<file path="src/rtl/fifo_uart_tx.sv">
// UART transmit stage draining a byte FIFO: reads one byte per frame and shifts
// it out as start, 8 data bits LSB first, optional parity and 1 or 2 stop bits.
module fifo_uart_tx #(
    parameter int CLKS_PER_BIT = 16,
    parameter int PARITY       = 0,
    parameter int STOP_BITS    = 1
) (
    input  logic       clk,
    input  logic       reset,
    input  logic       fifo_empty,
    input  logic       fifo_full,
    input  logic       fifo_wr_en,
    input  logic [7:0] fifo_dout,
    output logic       fifo_rd_en,
    output logic       tx,
    output logic       busy,
    output logic       tx_done
);

    localparam int             CW        = (CLKS_PER_BIT > 1) ? $clog2(CLKS_PER_BIT) : 1;
    localparam logic [CW-1:0]  BIT_LAST  = CW'(CLKS_PER_BIT - 1);
    localparam logic           STOP_LAST = (STOP_BITS == 2);
    localparam logic           ODD       = (PARITY == 2);

    typedef enum logic [2:0] {
        S_IDLE,
        S_READ,
        S_LOAD,
        S_START,
        S_DATA,
        S_PARITY,
        S_STOP
    } state_t;

    state_t        state_q, state_d;
    logic [CW-1:0] cnt_q, cnt_d;
    logic [2:0]    idx_q, idx_d;
    logic          stop_q, stop_d;
    logic [7:0]    shift_q, shift_d;
    logic          par_q, par_d;
    logic          tx_q, tx_d;
    logic          rd_en_q, rd_en_d;
    logic          busy_q, busy_d;
    logic          done_q, done_d;

    logic bit_end;
    logic read_ok;

    assign bit_end = (cnt_q == BIT_LAST);
    // The FIFO services a write before a read, so a non-full write in the
    // READ cycle means our read strobe was ignored.
    assign read_ok = !fifo_empty && !(fifo_wr_en && !fifo_full);

    always_comb begin
        state_d = state_q;
        cnt_d   = cnt_q;
        idx_d   = idx_q;
        stop_d  = stop_q;
        shift_d = shift_q;
        par_d   = par_q;

        case (state_q)
            S_IDLE: begin
                cnt_d = '0;
                if (!fifo_empty) begin
                    state_d = S_READ;
                end
            end
            S_READ: begin
                state_d = read_ok ? S_LOAD : S_IDLE;
            end
            S_LOAD: begin
                shift_d = fifo_dout;
                par_d   = (^fifo_dout) ^ ODD;
                cnt_d   = '0;
                state_d = S_START;
            end
            S_START: begin
                if (bit_end) begin
                    cnt_d   = '0;
                    idx_d   = '0;
                    state_d = S_DATA;
                end else begin
                    cnt_d = cnt_q + 1'b1;
                end
            end
            S_DATA: begin
                if (bit_end) begin
                    cnt_d = '0;
                    if (idx_q == 3'd7) begin
                        stop_d  = 1'b0;
                        state_d = (PARITY != 0) ? S_PARITY : S_STOP;
                    end else begin
                        idx_d   = idx_q + 3'd1;
                        shift_d = {1'b0, shift_q[7:1]};
                    end
                end else begin
                    cnt_d = cnt_q + 1'b1;
                end
            end
            S_PARITY: begin
                if (bit_end) begin
                    cnt_d   = '0;
                    stop_d  = 1'b0;
                    state_d = S_STOP;
                end else begin
                    cnt_d = cnt_q + 1'b1;
                end
            end
            S_STOP: begin
                if (bit_end) begin
                    cnt_d = '0;
                    if (stop_q == STOP_LAST) begin
                        state_d = S_IDLE;
                    end else begin
                        stop_d = 1'b1;
                    end
                end else begin
                    cnt_d = cnt_q + 1'b1;
                end
            end
            default: begin
                state_d = S_IDLE;
            end
        endcase

        // Outputs are registered from the next-state values so they line up
        // with the state they belong to.
        rd_en_d = (state_d == S_READ);
        busy_d  = (state_d != S_IDLE);
        case (state_d)
            S_START:  tx_d = 1'b0;
            S_DATA:   tx_d = shift_d[0];
            S_PARITY: tx_d = par_d;
            default:  tx_d = 1'b1;
        endcase
        done_d = (state_d == S_STOP) && (cnt_d == BIT_LAST) && (stop_d == STOP_LAST);
    end

    always_ff @(posedge clk) begin
        if (reset) begin
            state_q <= S_IDLE;
            cnt_q   <= '0;
            idx_q   <= '0;
            stop_q  <= 1'b0;
            shift_q <= '0;
            par_q   <= 1'b0;
            tx_q    <= 1'b1;
            rd_en_q <= 1'b0;
            busy_q  <= 1'b0;
            done_q  <= 1'b0;
        end else begin
            state_q <= state_d;
            cnt_q   <= cnt_d;
            idx_q   <= idx_d;
            stop_q  <= stop_d;
            shift_q <= shift_d;
            par_q   <= par_d;
            tx_q    <= tx_d;
            rd_en_q <= rd_en_d;
            busy_q  <= busy_d;
            done_q  <= done_d;
        end
    end

    assign fifo_rd_en = rd_en_q;
    assign tx         = tx_q;
    assign busy       = busy_q;
    assign tx_done    = done_q;

endmodule

</file>
<file path="config.mk">
export PLATFORM = sky130hd
export DESIGN_NAME = fifo_uart_tx
export DESIGN_NICKNAME = d
export VERILOG_FILES = /design/src/rtl/fifo_uart_tx.sv
export SDC_FILE = /design/constraint.sdc
export NUM_CORES = 1
export LEC_CHECK = 0
export ABC_AREA = 1
export CAP_MARGIN = 20
export CORE_UTILIZATION = 59
export CTS_CLUSTER_DIAMETER = 150
export DETAILED_ROUTE_END_ITERATION = 6
export PLACE_DENSITY = 0.95
export SLEW_MARGIN = 20
export SYNTH_ARGS = -nofsm -noshare
export SYNTH_HDL_FRONTEND = slang
export SYNTH_SLANG_ARGS = --single-unit
</file>
<file path="constraint.sdc">
create_clock -name clk -period 2.3 [get_ports clk]
set_input_delay 0.23 -clock clk [delete_from_list [all_inputs] [get_ports clk]]
set_output_delay 0.23 -clock clk [all_outputs]
set_load 0.005 [all_outputs]
</file>
==> reports/qor.log, run 1 <==
INFO  logic_synthesis synth_top_flop_cell=dfxtp_1
INFO  cts            cts.reportedPaths.clkPinSlew=0.12ns
INFO  timing         final_hold_viol_count=0
INFO  critical_path  cpMostUsedCell=ha_1
INFO  critical_path  critical-path-max-stage-delay=0.35ns
INFO  cts            cts_hold_buf=0
INFO  logic_synthesis synth_top_family_by_area=simple AND/OR/NAND/NOR gates
INFO  cts            cts_root_buf=clkbuf_4
INFO  floorplanning  floorplan.die.width=50.76um
INFO  timing         final_max_slew_viol_count=0
INFO  critical_path  cpLargestDelayFamily=adder cells
INFO  cts            cts-resized-gates=0
INFO  logic_synthesis synth.area.top_cells=dfxtp_1 (34%), nand2_1 (19%), inv_1 (7.8%), nor2_1 (7.2%), nand3_1 (5.0%)
INFO  logic_synthesis seq_area_frac_synth=0.3426
INFO  floorplanning  initial_utilization=0.6280
INFO  power_and_ir_drop power.switching_fraction=0.2727
INFO  global_routing global_route_wire_length_before_repair=4871um
INFO  critical_path  crit_arrival=1.94ns
INFO  cells_and_area layout_nets=255
INFO  route          drtIter0Drc=50
INFO  logic_synthesis synth.largest_area_cell=dfxtp_1
INFO  timing         max_slew.worst_pin.slew=0.3085ns
INFO  power_and_ir_drop seqPwrFrac=0.583
INFO  critical_path  critical_path.startpoint_type=flop
INFO  timing         setup_viol=0
INFO  logic_synthesis synthAdderAreaFrac=0.02676
INFO  power_and_ir_drop power_density=481.9nW/um^2
INFO  critical_path  timing.critical_path.cells=ha_1 > ha_1 > nor2_1 > nand3_1 > clkinv_1 > a22oi_1 > a21oi_1
INFO  cts            cts.sink_count=24
INFO  power_and_ir_drop netSwitchingPower=0.0002090W
INFO  cells_and_area mostFrequentLayoutCell=nand2_1
INFO  logic_synthesis synth_top_area_frac=0.3426
INFO  timing         totalNegativeSetupSlack=0ns
INFO  timing         achievable-frequency=583.8MHz
INFO  cells_and_area multi_input_area=764.5um^2
INFO  power_and_ir_drop share_clk_of_total_power=0.229
INFO  floorplanning  floorplan.rows=17
INFO  timing         finalCritPeriodShare=0.7447
INFO  route          first_pass_iters=4
INFO  route          avgRoutedWirePerCell=10.82um
INFO  route          totalWireLength=2868um
INFO  route          vias=1382
INFO  logic_synthesis synth_simple_gate_area_share=0.3764
INFO  power_and_ir_drop p_int=0.0005574W
INFO  critical_path  end_kind=flop
INFO  logic_synthesis synth.avg_cell_area=6.318um^2
INFO  floorplanning  io_pins=17
INFO  global_routing grt_use_total=0.2462
INFO  cells_and_area regArea=480.5um^2
INFO  cells_and_area area.growth.synth_to_final=13.38%
INFO  cts            h-tree-depth=1
INFO  place          numPortBuffers=16
INFO  logic_synthesis yosys.area_share.xor_xnor=0.01873
INFO  cells_and_area layout_common_cells=nand2_1 (71), inv_1 (29), nor2_1 (27)
INFO  global_routing antenna_found_initial=0
INFO  logic_synthesis syn_inst=222
INFO  critical_path  bufs_and_invs_on_worst_path=1
INFO  cells_and_area antenna_cells_inserted=0
INFO  critical_path  critPathMaxFanout=9
INFO  critical_path  cp_data_required_time=2.53ns
INFO  critical_path  path_class=flop to flop
INFO  timing         final_min_period=1.713ns
INFO  place          hpwlAfterDp=2196um
INFO  logic_synthesis ys_warn_count=0
INFO  timing         timing.clock.skew=0.002321ns
INFO  global_routing grt-ovfl-total=0
INFO  timing         timing.max_slew.rel_slack=0.7937
INFO  cells_and_area finish.cell_count_without_fillers=265
INFO  route          drt_drc_violations_left=0
INFO  logic_synthesis syn_nets=238
INFO  floorplanning  die-area=2576um^2
INFO  route          ant_nets=0
INFO  cts            cts_buffers=3
INFO  route          post_drt_via_cell_ratio=5.215
INFO  logic_synthesis synthDistinctLibCells=29
INFO  place          dp_cells=262
INFO  timing         rsz_0062_raised_after_global_routing=no
INFO  logic_synthesis synth_compound_area_frac=0.1231
INFO  cts            tritoncts=done
INFO  critical_path  cp_slowest_cell=dfxtp_1
INFO  global_routing grt_max_degree=14
INFO  power_and_ir_drop total_leakage_power=0.7626nW
INFO  global_routing first_global_vias=1243
INFO  cts            post_cts.repair.setup_buffers=0
INFO  power_and_ir_drop ir_drop=391.4uV
INFO  cells_and_area fill_cells=196
INFO  logic_synthesis synth_seq_cells=24
INFO  logic_synthesis synth-edff-count=0
INFO  cts            cts.path.max_buffers=2
INFO  flow_run       cap_violations=0
INFO  run_status     status=completed
INFO  power_and_ir_drop power_frac_comb=0.188
INFO  floorplanning  coreArea=2233um^2
INFO  place          place_congestion=0.8751
INFO  logic_synthesis synth_mux_area_frac=0
INFO  cts            clk_latency=0.30ns
INFO  logic_synthesis synth_area=1403um^2
INFO  floorplanning  die_h=50.76um
INFO  logic_synthesis postSynth.asyncResetShare=0
INFO  worst_hold_path worst_hold_path_type=flop to flop
INFO  cells_and_area final_layout_size_suffix_gt1_frac=0.06329
==> worst paths after layout <==
kind / end / slack, ns / cells after the start / start
worst max-delay path: shift_q[4] / 0.59 / 7 / idx_q[0]
worst min-delay path: shift_q[2] / 0.47 / 2 / shift_q[2]
worst max register to register: shift_q[4] / 0.59 / 7 / idx_q[0]
worst min register to register: shift_q[2] / 0.47 / 2 / shift_q[2]
==> flip-flops by register name (all words and copies together) (netlist names) <==
register and count:
busy 1, cnt_q 4, fifo_rd_en 1, idx_q 3, par_q 1, shift_q 8, state_q 3, stop_q 1
tx 1, tx_done 1
==> through the flow <==
step	hold slack (ns)	total power, W	utilization	setup slack, ns	area (um^2)
finish	0.4738	0.0007664	0.7120	0.5871	1590
global route	0.5046	0.0008083	0.7120	0.5019	1590
global placement	0.4496	0.0005945	0.7020	0.7490	1568
detailed placement	0.4599	0.0005989	0.7020	0.6273	1568
floorplan	0.3109	0.0005494	-	0.8615	1403
CTS	0.4782	0.0007741	0.7120	0.5758	1590
==> kinds of logic (layout without fill, tap and decap cells) <==
kind of cell	Yosys count	in the layout
AO/OA/AOI/OAI	29	29
adder cells (fa/ha/maj)	3	3
XOR/XNOR	3	3
AND/OR/NAND/NOR	126	126
flip-flops	24	24
buffers and inverters	37	52
==> layout make-up <==
class,instances,share of cell area
Tap cell,28,0.02203
Multi-Input combinational cell,161,0.4807
Inverter,32,0.07553
Timing Repair Buffer,17,0.1054
Sequential cell,24,0.3021
Clock buffer,3,0.01416
==> Yosys cell counts (3+ instances only) <==
master   number
nand2_1      71
ha_1          3
o21ai_0       3
nand2_2       3
dfxtp_1      24
nand3_1      14
xnor2_1       3
nor2_2        3
a21oi_1      13
nor2_1       27
a22oi_1       6
inv_1        29
==> power groups by stage <==
| stage | Combinational (W) | Clock [W] | Sequential [W] |
|---|---|---|---|
| after floorplan | 0.000103 | 0 | 0.000447 |
| after global placement | 0.000140 | 0 | 0.000455 |
| after detailed placement | 0.000143 | 0 | 0.000456 |
| after CTS | 0.000144 | 0.000183 | 0.000446 |
| after global routing | 0.000165 | 0.000194 | 0.000449 |
| final | 0.000144 | 0.000176 | 0.000447 |
==> worst min-delay path, delay by kind of cell (launching register included) <==
family / cells / cell delay [ns]
AO/OA/AOI/OAI: 1 / 0.06
AND/OR/NAND/NOR: 1 / 0.06
flip-flops: 1 / 0.33
==> layer usage <==
metal,track usage,vias up,part of all wire
li1,-,733,-
met1,0.2823,606,0.46
met4,0.07407,0,0.013
met5,0,-,0
met3,0.05152,6,0.039
met2,0.4511,37,0.48
Power figures use the tool's default switching activity.
==> run 2, diff against run 1 <==
--- a/config.mk
+++ b/config.mk
@@ -7,10 +7,10 @@
 export LEC_CHECK = 0
 export ABC_AREA = 1
 export CAP_MARGIN = 20
-export CORE_UTILIZATION = 59
+export CORE_UTILIZATION = 54
 export CTS_CLUSTER_DIAMETER = 150
 export DETAILED_ROUTE_END_ITERATION = 6
-export PLACE_DENSITY = 0.95
+export PLACE_DENSITY = 0.89
 export SLEW_MARGIN = 20
 export SYNTH_ARGS = -nofsm -noshare
 export SYNTH_HDL_FRONTEND = slang
==> constraint.sdc (replaced) <==
create_clock -name clk -period 1.6 [get_ports clk]
set_input_delay 0.16 -clock clk [delete_from_list [all_inputs] [get_ports clk]]
set_output_delay 0.16 -clock clk [all_outputs]
set_load 0.005 [all_outputs]
==> reports/qor.log, run 2 (synthesis results as in run 1) <==
INFO  timing         fin_hold_ws=0.4725ns
INFO  timing         setup_viol=0
INFO  route          avgRoutedWirePerCell=11.86um
INFO  global_routing grt_max_degree=14
INFO  power_and_ir_drop power_density=707.3nW/um^2
INFO  critical_path  end_kind=flop
INFO  cells_and_area final_layout_size_suffix_gt1_frac=0.1203
INFO  global_routing antenna_found_initial=0
INFO  power_and_ir_drop seqPwrFrac=0.541
INFO  cts            tritoncts=done
INFO  critical_path  critical_path.startpoint_type=flop
INFO  cts            cts_buffers=3
INFO  power_and_ir_drop p_int=0.0008573W
INFO  critical_path  crit_arrival=1.80ns
INFO  cts            cts.sink_count=24
INFO  timing         final_hold_viol_count=0
INFO  route          totalWireLength=3214um
INFO  floorplanning  die_h=52.97um
INFO  timing         timing.final.ws_setup=0.06159ns
INFO  power_and_ir_drop netSwitchingPower=0.0003285W
INFO  cells_and_area fill_cells=205
INFO  power_and_ir_drop share_clk_of_total_power=0.273
INFO  cts            cts.path.max_buffers=2
INFO  timing         final_max_slew_viol_count=0
INFO  place          numPortBuffers=16
INFO  route          drtIter0Drc=44
INFO  critical_path  path_class=flop to flop
INFO  global_routing grt-ovfl-total=0
INFO  cts            cts_hold_buf=0
INFO  route          vias=1416
INFO  flow_run       cap_violations=0
INFO  cells_and_area mostFrequentLayoutCell=nand2_1
INFO  power_and_ir_drop total_leakage_power=0.7841nW
INFO  global_routing global_route_wire_length_before_repair=5043um
INFO  timing         max_slew.worst_pin.slew=0.3248ns
INFO  cells_and_area top_register=shift_q
INFO  place          hpwlAfterDp=2325um
INFO  worst_hold_path worst_hold_path_type=flop to flop
INFO  cts            cts.reportedPaths.clkPinSlew=0.13ns
INFO  timing         timing.max_slew.rel_slack=0.7832
INFO  power_and_ir_drop ir_drop=460.9uV
INFO  floorplanning  floorplan.die.width=52.97um
INFO  global_routing grt_use_total=0.2439
INFO  cells_and_area area.growth.synth_to_final=19.54%
INFO  floorplanning  die-area=2805um^2
INFO  critical_path  cp_data_required_time=1.86ns
INFO  timing         achievable-frequency=650.0MHz
INFO  timing         timing.clock.skew=0.005685ns
INFO  timing         finalCritPeriodShare=0.9615
INFO  floorplanning  io_pins=17
INFO  cells_and_area utilization=0.6830
INFO  run_status     status=completed
INFO  place          worst_slack_after_detailed_placement=0.01403ns
INFO  route          post_drt_via_cell_ratio=5.225
INFO  power_and_ir_drop power.switching_fraction=0.2770
INFO  route          drt_drc_violations_left=0
INFO  floorplanning  initial_utilization=0.5714
INFO  route          first_pass_iters=4
INFO  global_routing first_global_vias=1286
INFO  power_and_ir_drop totalPowerFinal=0.001186W
INFO  floorplanning  coreArea=2455um^2
INFO  cts            post_cts.repair.setup_buffers=0
INFO  place          place_congestion=0.9033
INFO  power_and_ir_drop power_frac_comb=0.186
INFO  cts            h-tree-depth=1
INFO  cells_and_area layout_nets=258
INFO  cells_and_area largest_register_ffs=8
INFO  route          ant_nets=0
INFO  timing         final_min_period=1.538ns
INFO  floorplanning  floorplan.rows=18
INFO  cells_and_area regs_by_ff_count=shift_q (8), cnt_q (4)
INFO  cts            clk_latency=0.32ns
INFO  cells_and_area layout_common_cells=nand2_1 (71), inv_1 (28), nor2_1 (26)
INFO  critical_path  critPathMaxFanout=6
INFO  cts            cts_root_buf=clkbuf_4
INFO  cells_and_area antenna_cells_inserted=0
## run 2: layout make-up
| type | count | area, um^2 | area share |
|---|---|---|---|
| Multi-Input combinational cell | 161 | 802.0 | 0.4784 |
| Timing Repair Buffer | 20 | 190.2 | 0.1134 |
| Inverter | 32 | 123.9 | 0.07388 |
| Clock buffer | 4 | 36.28 | 0.02164 |
| Sequential cell | 24 | 486.7 | 0.2903 |
| Tap cell | 30 | 37.54 | 0.02239 |
## run 2: per-stage QoR
stage,instances,TNS (ns),cell area (um^2)
2_1_floorplan,222,0,1403
3_3_place_gp,267,0,1593
3_5_place_dp,267,0,1593
4_1_cts,271,0,1633
5_1_grt,271,-0.02727,1677
6_report,271,0,1677
## run 2: power by group through the flow
stage	Combinational, W	Clock, W	Sequential [W]
after floorplan	0.000148	0	0.000642
after global placement	0.000209	0	0.000653
after detailed placement	0.000216	0	0.000653
after CTS	0.000217	0.000322	0.000641
after global routing	0.000250	0.000355	0.000646
final	0.000220	0.000324	0.000642
## run 2: path summary, 6_finish.rpt
check	from	slack, ns	end	cells past startpoint
min reg2reg	shift_q[7]	0.47	shift_q[7]	2
min	shift_q[7]	0.47	shift_q[7]	2
max reg2reg	state_q[0]	0.06	tx_done	7
max	state_q[0]	0.06	tx_done	7
## run 2: layer usage
metal	share of wire	global-route usage	vias to the layer above
li1	-	-	735
met1	0.44	0.2943	637
met2	0.51	0.4388	38
met3	0.040	0.02586	6
met4	0.012	0.08772	0
met5	0	0	-
## run 2: repair_timing
action,4_1_cts,5_1_grt
setup endpoints to repair,10,13
resized for setup,2,13
cloned,0,0
hold endpoints to repair,0,0
pin swaps,0,1
## run 2: worst max-delay path, stage by stage, from the launching register on
cell,delay (ns)
dfxtp_1,0.51
buf_4,0.19
nand3_1,0.10
nand3_1,0.17
nand3_1,0.11
a21oi_1,0.18
nand3b_1,0.12
nor2_1,0.12
